### src/rtl/gfx_pkg.sv
// Shared constants and pixel types for the bounce graphics stage.
package gfx_pkg;

  localparam int HPIXELS = 640;
  localparam int VPIXELS = 480;

  typedef struct packed {
    logic [2:0] r;
    logic [2:0] g;
    logic [1:0] b;
  } rgb332_t;

  localparam rgb332_t PALETTE [8] = '{
    '{3'd7, 3'd0, 2'd0},
    '{3'd0, 3'd7, 2'd0},
    '{3'd0, 3'd0, 2'd3},
    '{3'd7, 3'd7, 2'd0},
    '{3'd0, 3'd7, 2'd3},
    '{3'd7, 3'd0, 2'd3},
    '{3'd7, 3'd3, 2'd0},
    '{3'd3, 3'd3, 2'd3}
  };

  localparam rgb332_t BORDER_COLOR = '{3'd7, 3'd7, 2'd3};
  localparam rgb332_t BG_COLOR     = '{3'd0, 3'd0, 2'd1};

endpackage

### src/rtl/bounce_gfx_if.sv
// Pixel-counter inputs and colour/status outputs of the bounce graphics stage.
interface bounce_gfx_if;
  logic [9:0] hc;
  logic [9:0] vc;
  logic       pause;
  logic [2:0] red;
  logic [2:0] green;
  logic [1:0] blue;
  logic       frame_tick;
  logic [7:0] bounce_count;
  logic [9:0] box_x;
  logic [9:0] box_y;

  modport master (
    output hc, vc, pause,
    input  red, green, blue, frame_tick, bounce_count, box_x, box_y
  );

  modport slave (
    input  hc, vc, pause,
    output red, green, blue, frame_tick, bounce_count, box_x, box_y
  );
endinterface

### src/rtl/bounce_axis.sv
// One axis of box motion: position, direction and bounce detection.
module bounce_axis #(
  parameter int LIMIT     = 640,
  parameter int SIZE      = 32,
  parameter int BORDER    = 4,
  parameter int SPEED     = 2,
  parameter int RESET_POS = 304
) (
  input  logic       clk,
  input  logic       rst,
  input  logic       step,
  output logic [9:0] pos,
  output logic       bounce
);

  localparam logic [10:0] MAX_P = 11'(LIMIT - BORDER - SIZE);
  localparam logic [10:0] MIN_P = 11'(BORDER);
  localparam logic [10:0] SPD   = 11'(SPEED);

  logic [9:0] pos_q, pos_d;
  logic       dir_q, dir_d;
  logic       hit;
  logic [10:0] pos11;

  // Next position: move by SPEED, clamp to the wall and reverse on contact.
  always_comb begin
    pos_d = pos_q;
    dir_d = dir_q;
    hit   = 1'b0;
    pos11 = {1'b0, pos_q};
    if (dir_q) begin
      if (pos11 + SPD >= MAX_P) begin
        pos_d = MAX_P[9:0];
        dir_d = 1'b0;
        hit   = 1'b1;
      end else begin
        pos_d = 10'(pos11 + SPD);
      end
    end else begin
      if (pos11 <= MIN_P + SPD) begin
        pos_d = MIN_P[9:0];
        dir_d = 1'b1;
        hit   = 1'b1;
      end else begin
        pos_d = 10'(pos11 - SPD);
      end
    end
    if (!step) begin
      pos_d = pos_q;
      dir_d = dir_q;
      hit   = 1'b0;
    end
  end

  // Position/direction register; direction 1 means moving toward larger values.
  always_ff @(posedge clk or posedge rst) begin
    if (rst) begin
      pos_q <= 10'(RESET_POS);
      dir_q <= 1'b1;
    end else begin
      pos_q <= pos_d;
      dir_q <= dir_d;
    end
  end

  assign pos    = pos_q;
  assign bounce = hit;

endmodule

### src/rtl/bounce_gfx.sv
// Border, background and bouncing box renderer driven by VGA pixel counters.
module bounce_gfx
  import gfx_pkg::*;
#(
  parameter int HPIX     = HPIXELS,
  parameter int VPIX     = VPIXELS,
  parameter int BOX_SIZE = 32,
  parameter int BORDER   = 4,
  parameter int SPEED_X  = 2,
  parameter int SPEED_Y  = 1
) (
  input  logic        vgaclk,
  input  logic        rst,
  bounce_gfx_if.slave bus
);

  localparam logic [10:0] H_VIS = 11'(HPIX);
  localparam logic [10:0] V_VIS = 11'(VPIX);
  localparam logic [10:0] BRD   = 11'(BORDER);
  localparam logic [10:0] H_BRD = 11'(HPIX - BORDER);
  localparam logic [10:0] V_BRD = 11'(VPIX - BORDER);
  localparam logic [10:0] BOX   = 11'(BOX_SIZE);

  logic       upd, step;
  logic [9:0] box_x, box_y;
  logic       bounce_x, bounce_y;

  logic [7:0] count_q, count_d;
  logic       tick_q, tick_d;
  rgb332_t    pix_q, pix_d;

  logic [10:0] hc11, vc11, bx11, by11;

  // Positions advance only at the start of the first blank line.
  assign upd  = (bus.hc == 10'd0) && ({1'b0, bus.vc} == V_VIS);
  assign step = upd && !bus.pause;

  bounce_axis #(
    .LIMIT(HPIX), .SIZE(BOX_SIZE), .BORDER(BORDER),
    .SPEED(SPEED_X), .RESET_POS((HPIX - BOX_SIZE) / 2)
  ) u_axis_x (
    .clk(vgaclk), .rst(rst), .step(step), .pos(box_x), .bounce(bounce_x)
  );

  bounce_axis #(
    .LIMIT(VPIX), .SIZE(BOX_SIZE), .BORDER(BORDER),
    .SPEED(SPEED_Y), .RESET_POS((VPIX - BOX_SIZE) / 2)
  ) u_axis_y (
    .clk(vgaclk), .rst(rst), .step(step), .pos(box_y), .bounce(bounce_y)
  );

  // Frame strobe, bounce counting (a corner counts once) and pixel classification.
  always_comb begin
    tick_d  = upd;
    count_d = count_q;
    if (bounce_x || bounce_y) count_d = count_q + 8'd1;

    hc11 = {1'b0, bus.hc};
    vc11 = {1'b0, bus.vc};
    bx11 = {1'b0, box_x};
    by11 = {1'b0, box_y};

    pix_d = BG_COLOR;
    if (hc11 >= H_VIS || vc11 >= V_VIS) begin
      pix_d = '0;
    end else if (hc11 < BRD || hc11 >= H_BRD || vc11 < BRD || vc11 >= V_BRD) begin
      pix_d = BORDER_COLOR;
    end else if (hc11 >= bx11 && hc11 < bx11 + BOX &&
                 vc11 >= by11 && vc11 < by11 + BOX) begin
      pix_d = PALETTE[count_q[2:0]];
    end
  end

  // Output and counter registers.
  always_ff @(posedge vgaclk or posedge rst) begin
    if (rst) begin
      count_q <= 8'd0;
      tick_q  <= 1'b0;
      pix_q   <= '0;
    end else begin
      count_q <= count_d;
      tick_q  <= tick_d;
      pix_q   <= pix_d;
    end
  end

  assign bus.red          = pix_q.r;
  assign bus.green        = pix_q.g;
  assign bus.blue         = pix_q.b;
  assign bus.frame_tick   = tick_q;
  assign bus.bounce_count = count_q;
  assign bus.box_x        = box_x;
  assign bus.box_y        = box_y;

endmodule

### src/flat_wrapper.sv
// flat-port wrapper written by rule: the top's interface ports become plain ports
module bounce_gfx_flat import gfx_pkg::*;
#(
  parameter int HPIX     = HPIXELS,
  parameter int VPIX     = VPIXELS,
  parameter int BOX_SIZE = 32,
  parameter int BORDER   = 4,
  parameter int SPEED_X  = 2,
  parameter int SPEED_Y  = 1
)
  (vgaclk, rst, bus_hc, bus_vc, bus_pause, bus_red, bus_green, bus_blue, bus_frame_tick, bus_bounce_count, bus_box_x, bus_box_y);
  bounce_gfx_if bus_i ();
  input  logic vgaclk;
  input  logic rst;
  input wire logic [$bits(bus_i.hc)-1:0] bus_hc;
  input wire logic [$bits(bus_i.vc)-1:0] bus_vc;
  input wire logic [$bits(bus_i.pause)-1:0] bus_pause;
  output wire logic [$bits(bus_i.red)-1:0] bus_red;
  output wire logic [$bits(bus_i.green)-1:0] bus_green;
  output wire logic [$bits(bus_i.blue)-1:0] bus_blue;
  output wire logic [$bits(bus_i.frame_tick)-1:0] bus_frame_tick;
  output wire logic [$bits(bus_i.bounce_count)-1:0] bus_bounce_count;
  output wire logic [$bits(bus_i.box_x)-1:0] bus_box_x;
  output wire logic [$bits(bus_i.box_y)-1:0] bus_box_y;
  assign bus_i.hc = bus_hc;
  assign bus_i.vc = bus_vc;
  assign bus_i.pause = bus_pause;
  assign bus_red = bus_i.red;
  assign bus_green = bus_i.green;
  assign bus_blue = bus_i.blue;
  assign bus_frame_tick = bus_i.frame_tick;
  assign bus_bounce_count = bus_i.bounce_count;
  assign bus_box_x = bus_i.box_x;
  assign bus_box_y = bus_i.box_y;
  bounce_gfx #(.HPIX(HPIX), .VPIX(VPIX), .BOX_SIZE(BOX_SIZE), .BORDER(BORDER), .SPEED_X(SPEED_X), .SPEED_Y(SPEED_Y)) u_core (.vgaclk(vgaclk), .rst(rst), .bus(bus_i));
endmodule
### config.mk
export PLATFORM = sky130hd
export DESIGN_NAME = bounce_gfx_flat
export DESIGN_NICKNAME = d
export VERILOG_FILES = /design/src/rtl/gfx_pkg.sv /design/src/rtl/bounce_gfx_if.sv /design/src/rtl/bounce_axis.sv /design/src/rtl/bounce_gfx.sv /design/src/flat_wrapper.sv
export SDC_FILE = /design/constraint.sdc
export NUM_CORES = 1
export LEC_CHECK = 0
export ABC_AREA = 0
export CORE_MARGIN = 2
export CORE_UTILIZATION = 41
export CTS_BUF_LIST = sky130_fd_sc_hd__clkbuf_8
export DETAILED_ROUTE_END_ITERATION = 10
export GPL_TIMING_DRIVEN = 1
export HOLD_SLACK_MARGIN = 0.08
export SYNTH_ARGS = -nofsm -noshare
export SYNTH_HDL_FRONTEND = slang
export SYNTH_SLANG_ARGS = --single-unit
### constraint.sdc
create_clock -name vgaclk -period 3.2 [get_ports vgaclk]
set_input_delay 0.64 -clock vgaclk [delete_from_list [all_inputs] [get_ports vgaclk]]
set_output_delay 0.64 -clock vgaclk [all_outputs]
set_load 0.05 [all_outputs]
### After elaboration in Yosys (flattened, before gate mapping)

Memories as Yosys holds them, arrays and structs flattened.
Cells that the tools add are included.

* add/subtract/negate cells: 7
* $lt $le $gt $ge: 15
* equal/unequal tests: 1
* multiplexer cells: 23
* bitwise operators: 1
* reductions and logical operators: 12

Operator list (count)
* 10-bit two-way mux: 6
* 8-bit two-way mux: 5
* 10-bit by 6-bit adder with 11-bit output (second input constant): 2
* 10-bit by 11-bit less-than comparator with 1-bit output: 2
* 10-bit greater-or-equal comparator: 2
* 10-bit greater-or-equal comparator (second input constant): 2
* 10-bit by 9-bit greater-or-equal comparator with 1-bit output (second input constant): 2
* 10-bit by 3-bit <= comparator with 1-bit output (second input constant): 2
* 10-bit by 3-bit less-than comparator with 1-bit output (second input constant): 2
* 1-bit two-way mux: 12
* 10-bit by 1-bit adder with 11-bit output (second input constant): 1
* 10-bit by 2-bit adder with 11-bit output (second input constant): 1
* 11-bit by 10-bit greater-or-equal comparator with 1-bit output (second input constant): 1
* 11-bit by 9-bit greater-or-equal comparator with 1-bit output (second input constant): 1
* 10-bit by 9-bit == test with 1-bit output (second input constant): 1
* 10-bit zero test: 1
* 10-bit by 1-bit subtractor with 10-bit output (second input constant): 1
* 10-bit by 2-bit subtractor with 10-bit output (second input constant): 1
* 8-bit by 1-bit adder with 8-bit output (second input constant): 1
* 1-bit logical AND: 5
* 1-bit logical OR: 5
* 4-bit greater-or-equal comparator (second input constant): 1
* 3-bit inverter with 4-bit output: 1
* 1-bit zero test: 1

* flip-flop bits (word level): 39
* memory bits (read-only): 64
* output and inout port bits: 37
* logic and storage cells: 69
* memories: 1

Memory list
* (name not given): depth 8, bits a word 8, rd ports 1, clocked after memory_dff 0, wr ports 0, line bounce_gfx.sv:70 `pix_d = PALETTE[count_q[2:0]];`

### Depth between registers and ports, before layout

Gate-level depths: netlist of run 1.

* word-level depth: 8
* depth in mapped cells: 11
* gate-level depth less buffers: 10

### Modules after synthesis

From an unflattened synthesis of run 1, not the netlist that was laid out.

* cell total of the unflattened synthesis: 491
* area, all modules: 4006.3 um2

By module, submodules not included
* bounce_gfx: times used 1, cells each 208, area an instance 1776.7 um2, sequential area each 375.4 um2
* bounce_axis (u_core.u_axis_x): times used 1, cells each 137, area an instance 1141.1 um2, sequential area each 255.2 um2
* bounce_axis (u_core.u_axis_y): times used 1, cells each 146, area an instance 1088.5 um2, sequential area each 280.3 um2

### Worst setup path after synthesis of run 1

OpenSTA, ideal clock, no wires.

* path type: reg2reg
* start: register u_core.u_axis_x.pos_q[5] (netlist: u_core.u_axis_x.pos[5])
* end: register u_core.pix_q, in the netlist u_core.bus.blue[0]
* setup time: 129 ps
* arrival time: 2889 ps
* required time: 3071 ps
* slack: 182 ps
* stages on the path, launching flop included: 12
* path buffers: 1
* clock period less this slack: 3018 ps
* path through: dfstp_2 buf_2 inv_1 ha_1 inv_1 ha_1 a21oi_1 nor2b_1 a2111oi_0 a21o_1 o221ai_1 o41a_1

RTL lines
* from (decl): line bounce_axis.sv:20 `logic [9:0] pos_q, pos_d;`
* from (signal assigned): line bounce_axis.sv:58 `pos_q <= 10'(RESET_POS);`
* from (signal assigned): line bounce_axis.sv:61 `pos_q <= pos_d;`
* to (signal assigned): line bounce_gfx.sv:83 `pix_q <= pix_d;`
* to (decl): line bounce_gfx.sv:30 `rgb332_t pix_q, pix_d;`

==> results.sh, run 1 <==
export IMPL_antenna_found_initial=0
export IMPL_hold_class="flip-flop to flip-flop"
export IMPL_synth_cells=438
export IMPL_numCtsBuffers=5
export IMPL_timing_rr_end="u_core.bus.blue[0]$_DFF_PP0_"
export IMPL_fin_crit_sh_pct=90.6
export IMPL_coreArea_um2=8680
export IMPL_max_stage_delay_ns=0.63
export IMPL_worstSetupPathType="flip-flop to flip-flop"
export IMPL_num_io_pins=60
export IMPL_diodes=0
export IMPL_final_setup_viol_count=0
export IMPL_syn_cell_area_um2=3640
export IMPL_die_area_um2=9660
export IMPL_max_cap_violations=0
export IMPL_synth_edf_count=0
export IMPL_synth_xor_area_share_pct=3.60
export IMPL_grt_usage_pct=22.2
export IMPL_run_status="complete, no violations"
export IMPL_fin_crit_ns=2.90
export IMPL_numPortBuffers=58
export IMPL_num_rows=34
export IMPL_synthMuxAreaShare_pct=1.13
export IMPL_grt_max_degree=37
export IMPL_drive_above_1_share_pct=10.8
export IMPL_leakage_uw=0.00180
export IMPL_rsz0062_at_grt="false"
export IMPL_fp_dieH_um=98.3
export IMPL_clkTransAtPathRegs_ns=0.08
export IMPL_place_gp_congestion=0.885
export IMPL_cts_sinks=36
export IMPL_critPathMaxFanout=8
export IMPL_vdd_drop_max_mv=0.173
export IMPL_yosysSeqAreaShare_pct=25.0
export IMPL_r2r_cells=10
export IMPL_final_area_um2=4450
export IMPL_worst_pin_slew_ns=0.523
export IMPL_pre_cts_ws_ns=0.0389
export IMPL_fillers=840
export IMPL_synth_compound_area_share_pct=26.9
export IMPL_setup_tns_ns=0
export IMPL_fmaxAchievable_mhz=345
export IMPL_utilization_pct=51.3
export IMPL_cp_end_kind="flip-flop"
export IMPL_dpl_hpwl_mm=8.03
export IMPL_grt_first_pass_wirelength_mm=17.6
export IMPL_avgSynthCellArea_um2=8.32
export IMPL_place_area_um2=4300
export IMPL_worstSetupStartpointType="flip-flop"
export IMPL_fp_dieW_um=98.3
export IMPL_layout_commonest_cell="clkdlybuf4s50_1"
export IMPL_syn_nets=505
export IMPL_initial_core_util_pct=42.0
export IMPL_crit_end="u_core.bus.blue[0]$_DFF_PP0_"
export IMPL_cp_cell_sequence="inv_1 -> ha_1 -> inv_1 -> ha_1 -> a21oi_1 -> nor2b_1 -> a2111oi_0 -> a21o_1 -> o221ai_2 -> o41a_1"
export IMPL_layout_common_cells="58 x clkdlybuf4s50_1, 44 x ha_1, 38 x nand2_1, 35 x o21ai_0, 32 x a21oi_1"
export IMPL_synthSimpleGateAreaFrac_pct=21.5
export IMPL_cp_num_buf_inv=2
export IMPL_hold_viol_final=0
export IMPL_grt_pass1_vias=3444
export IMPL_synth_ff_type="dfrtp_1"
export IMPL_critical_path_depth=10
export IMPL_worstPathRequired_ns=3.38
export IMPL_cts_root_buffer="clkbuf_8"
export IMPL_avgViaCountPerCell=6.01
export IMPL_dr_first_iter_drc_count=180
export IMPL_vias=3611
export IMPL_grt_remaining_overflow=0
export IMPL_r2r_slack_ns=0.30
export IMPL_ys_seq_elements=36
export IMPL_cts_htree_levels=2
export IMPL_ant_nets=0
export IMPL_num_nets_final=559
export IMPL_maxSlewHeadroom_pct=65.0
export IMPL_timing_hold_ws_ns=0.479
export IMPL_first_pass_iters=5
export IMPL_crit_arrival_ns=3.08
export IMPL_cts_tree="yes"
export IMPL_critPathTopFamily="compound AO/OA/AOI/OAI gates"
export IMPL_layout_setup_ws_ns=0.300
export IMPL_synthAdderAreaFrac_pct=15.1
export IMPL_synth_top_family_by_area="compound AO/OA/AOI/OAI gates"
export IMPL_crit_path_start="u_core.u_axis_x.pos[5]$_DFFE_PP1P_"
export IMPL_area_delta_synth_final_pct=22.1
export IMPL_yosysUniqueCellTypes=73
export IMPL_drv_slew=0
export IMPL_worstReg2RegStart="u_core.u_axis_x.pos[5]$_DFFE_PP1P_"
export IMPL_cts_buffer_depth=2
export IMPL_clkLatencyLatePin_ns=0.29
export IMPL_drt_total_wl_mm=10.7
export IMPL_power_density_nw_per_um2=225
export IMPL_async_flop_share_pct=100
export IMPL_synth_warnings=0
export IMPL_drc=0
export IMPL_fin_skew_ns=0.00414
export IMPL_wl_per_cell_um=17.8
export IMPL_cpMaxStageDelayCell="dfstp_2"
[sequential cells by signal, summed over array words and instances (netlist names), 2 cells and up]
signal                   count
u_core.u_axis_y.pos         10
u_core.u_axis_x.pos          9
u_core.bus.bounce_count      8
u_core.bus.blue              2
u_core.bus.green             2
u_core.bus.red               2
[per-layer routing]
| metal | routed length, µm | part of all wire (%) | vias up | GRT usage (%) |
|---|---|---|---|---|
| li1 | - | - | 1740 | - |
| met1 | 4870 | 46 | 1715 | 31.1 |
| met2 | 5030 | 47 | 141 | 35.4 |
| met3 | 618 | 5.8 | 15 | 2.93 |
| met4 | 160 | 1.5 | 0 | 7.69 |
| met5 | 0 | 0 | - | 0 |
[final cells by class]
class | instances | area (µm²) | area share, %
Sequential cell | 36 | 911 | 20.5
Timing Repair Buffer | 70 | 671 | 15.1
Inverter | 28 | 105 | 2.36
Clock buffer | 5 | 68.8 | 1.55
Multi-Input combinational cell | 351 | 2520 | 56.6
Clock inverter | 3 | 38.8 | 0.872
Tap cell | 108 | 135 | 3.04
[worst min-delay path by stage]
stage	start	to	slack [ns]	depth (start not counted)
2_1_floorplan	u_core.u_axis_x.dir_q$_DFFE_PP1P_	u_core.u_axis_x.dir_q$_DFFE_PP1P_	0.51	2
3_3_place_gp	u_core.bus.bounce_count[7]$_DFFE_PP0P_	u_core.bus.bounce_count[7]$_DFFE_PP0P_	0.46	1
3_5_place_dp	u_core.bus.bounce_count[7]$_DFFE_PP0P_	u_core.bus.bounce_count[7]$_DFFE_PP0P_	0.46	1
4_1_cts	u_core.bus.bounce_count[7]$_DFFE_PP0P_	u_core.bus.bounce_count[7]$_DFFE_PP0P_	0.48	1
5_1_grt	u_core.bus.bounce_count[7]$_DFFE_PP0P_	u_core.bus.bounce_count[7]$_DFFE_PP0P_	0.51	1
6_report	u_core.bus.bounce_count[7]$_DFFE_PP0P_	u_core.bus.bounce_count[7]$_DFFE_PP0P_	0.48	1
[what timing repair did]
| action | CTS | global route |
|---|---|---|
| setup endpoints to repair | 0 | 6 |
| hold buffers | 0 | 0 |
| resized for setup | 0 | 4 |
| buffers inserted | 0 | 2 |
[metrics by stage]
step	std cells	total power, µW
finish	601	1000
global route	601	1040
CTS	599	1010
detailed placement	591	595
global placement	591	593
floorplan	438	533
[cells in the mapped netlist, drive strengths merged, types with 4 or more instances]
cell	instances	area (µm²)
nand4	12	96.3
o41ai	4	35.0
nor3	8	40.0
and2	5	33.8
ha	44	551
o31ai	4	30.0
a31oi	11	96.3
nand3	19	95.1
nor4	9	75.1
o22ai	4	25.0
a21o	8	61.3
nor2	19	71.3
and3	10	62.6
nand2	38	143
a211oi	5	37.5
buf	18	118
clkbuf	5	18.8
xnor2	14	123
o21a	9	67.6
dfstp	8	210
dfrtp	28	701
inv	28	105
and4	4	37.5
a21oi	33	169
o221ai	4	35.0
o21ai	40	204
[logic make-up (layout without fill, tap and decap cells)]
logic type,after synthesis,in the layout
AO/OA/AOI/OAI,145,145
XOR/XNOR,15,15
adder cells (fa/ha/maj),44,44
buffers and inverters,51,106
flip-flops,36,36
multiplexers,4,4
other,1,1
AND/OR/NAND/NOR,142,142
[power breakdown]
part / switching [µW] / internal (µW)
Sequential: 0.873 / 457
Clock: 181 / 228
Combinational: 72.9 / 59.3
Total: 255 / 745
(Power assumes the default switching activity.)
==> run 2: changes to the inputs <==
--- a/config.mk
+++ b/config.mk
@@ -5,7 +5,6 @@
 export SDC_FILE = /design/constraint.sdc
 export NUM_CORES = 1
 export LEC_CHECK = 0
-export ABC_AREA = 0
 export CORE_MARGIN = 2
 export CORE_UTILIZATION = 41
 export CTS_BUF_LIST = sky130_fd_sc_hd__clkbuf_8
==> results of run 2 <==
No change in the layout: final DEF, timing and power equal those of run 1.
==> run 3: changes to the inputs <==
--- a/config.mk
+++ b/config.mk
@@ -8,6 +8,7 @@
 export CORE_MARGIN = 2
 export CORE_UTILIZATION = 41
 export CTS_BUF_LIST = sky130_fd_sc_hd__clkbuf_8
+export CTS_CLUSTER_DIAMETER = 150
 export DETAILED_ROUTE_END_ITERATION = 10
 export GPL_TIMING_DRIVEN = 1
 export HOLD_SLACK_MARGIN = 0.08
==> results of run 3 <==
No change in the layout: final DEF, timing and power equal those of run 1.
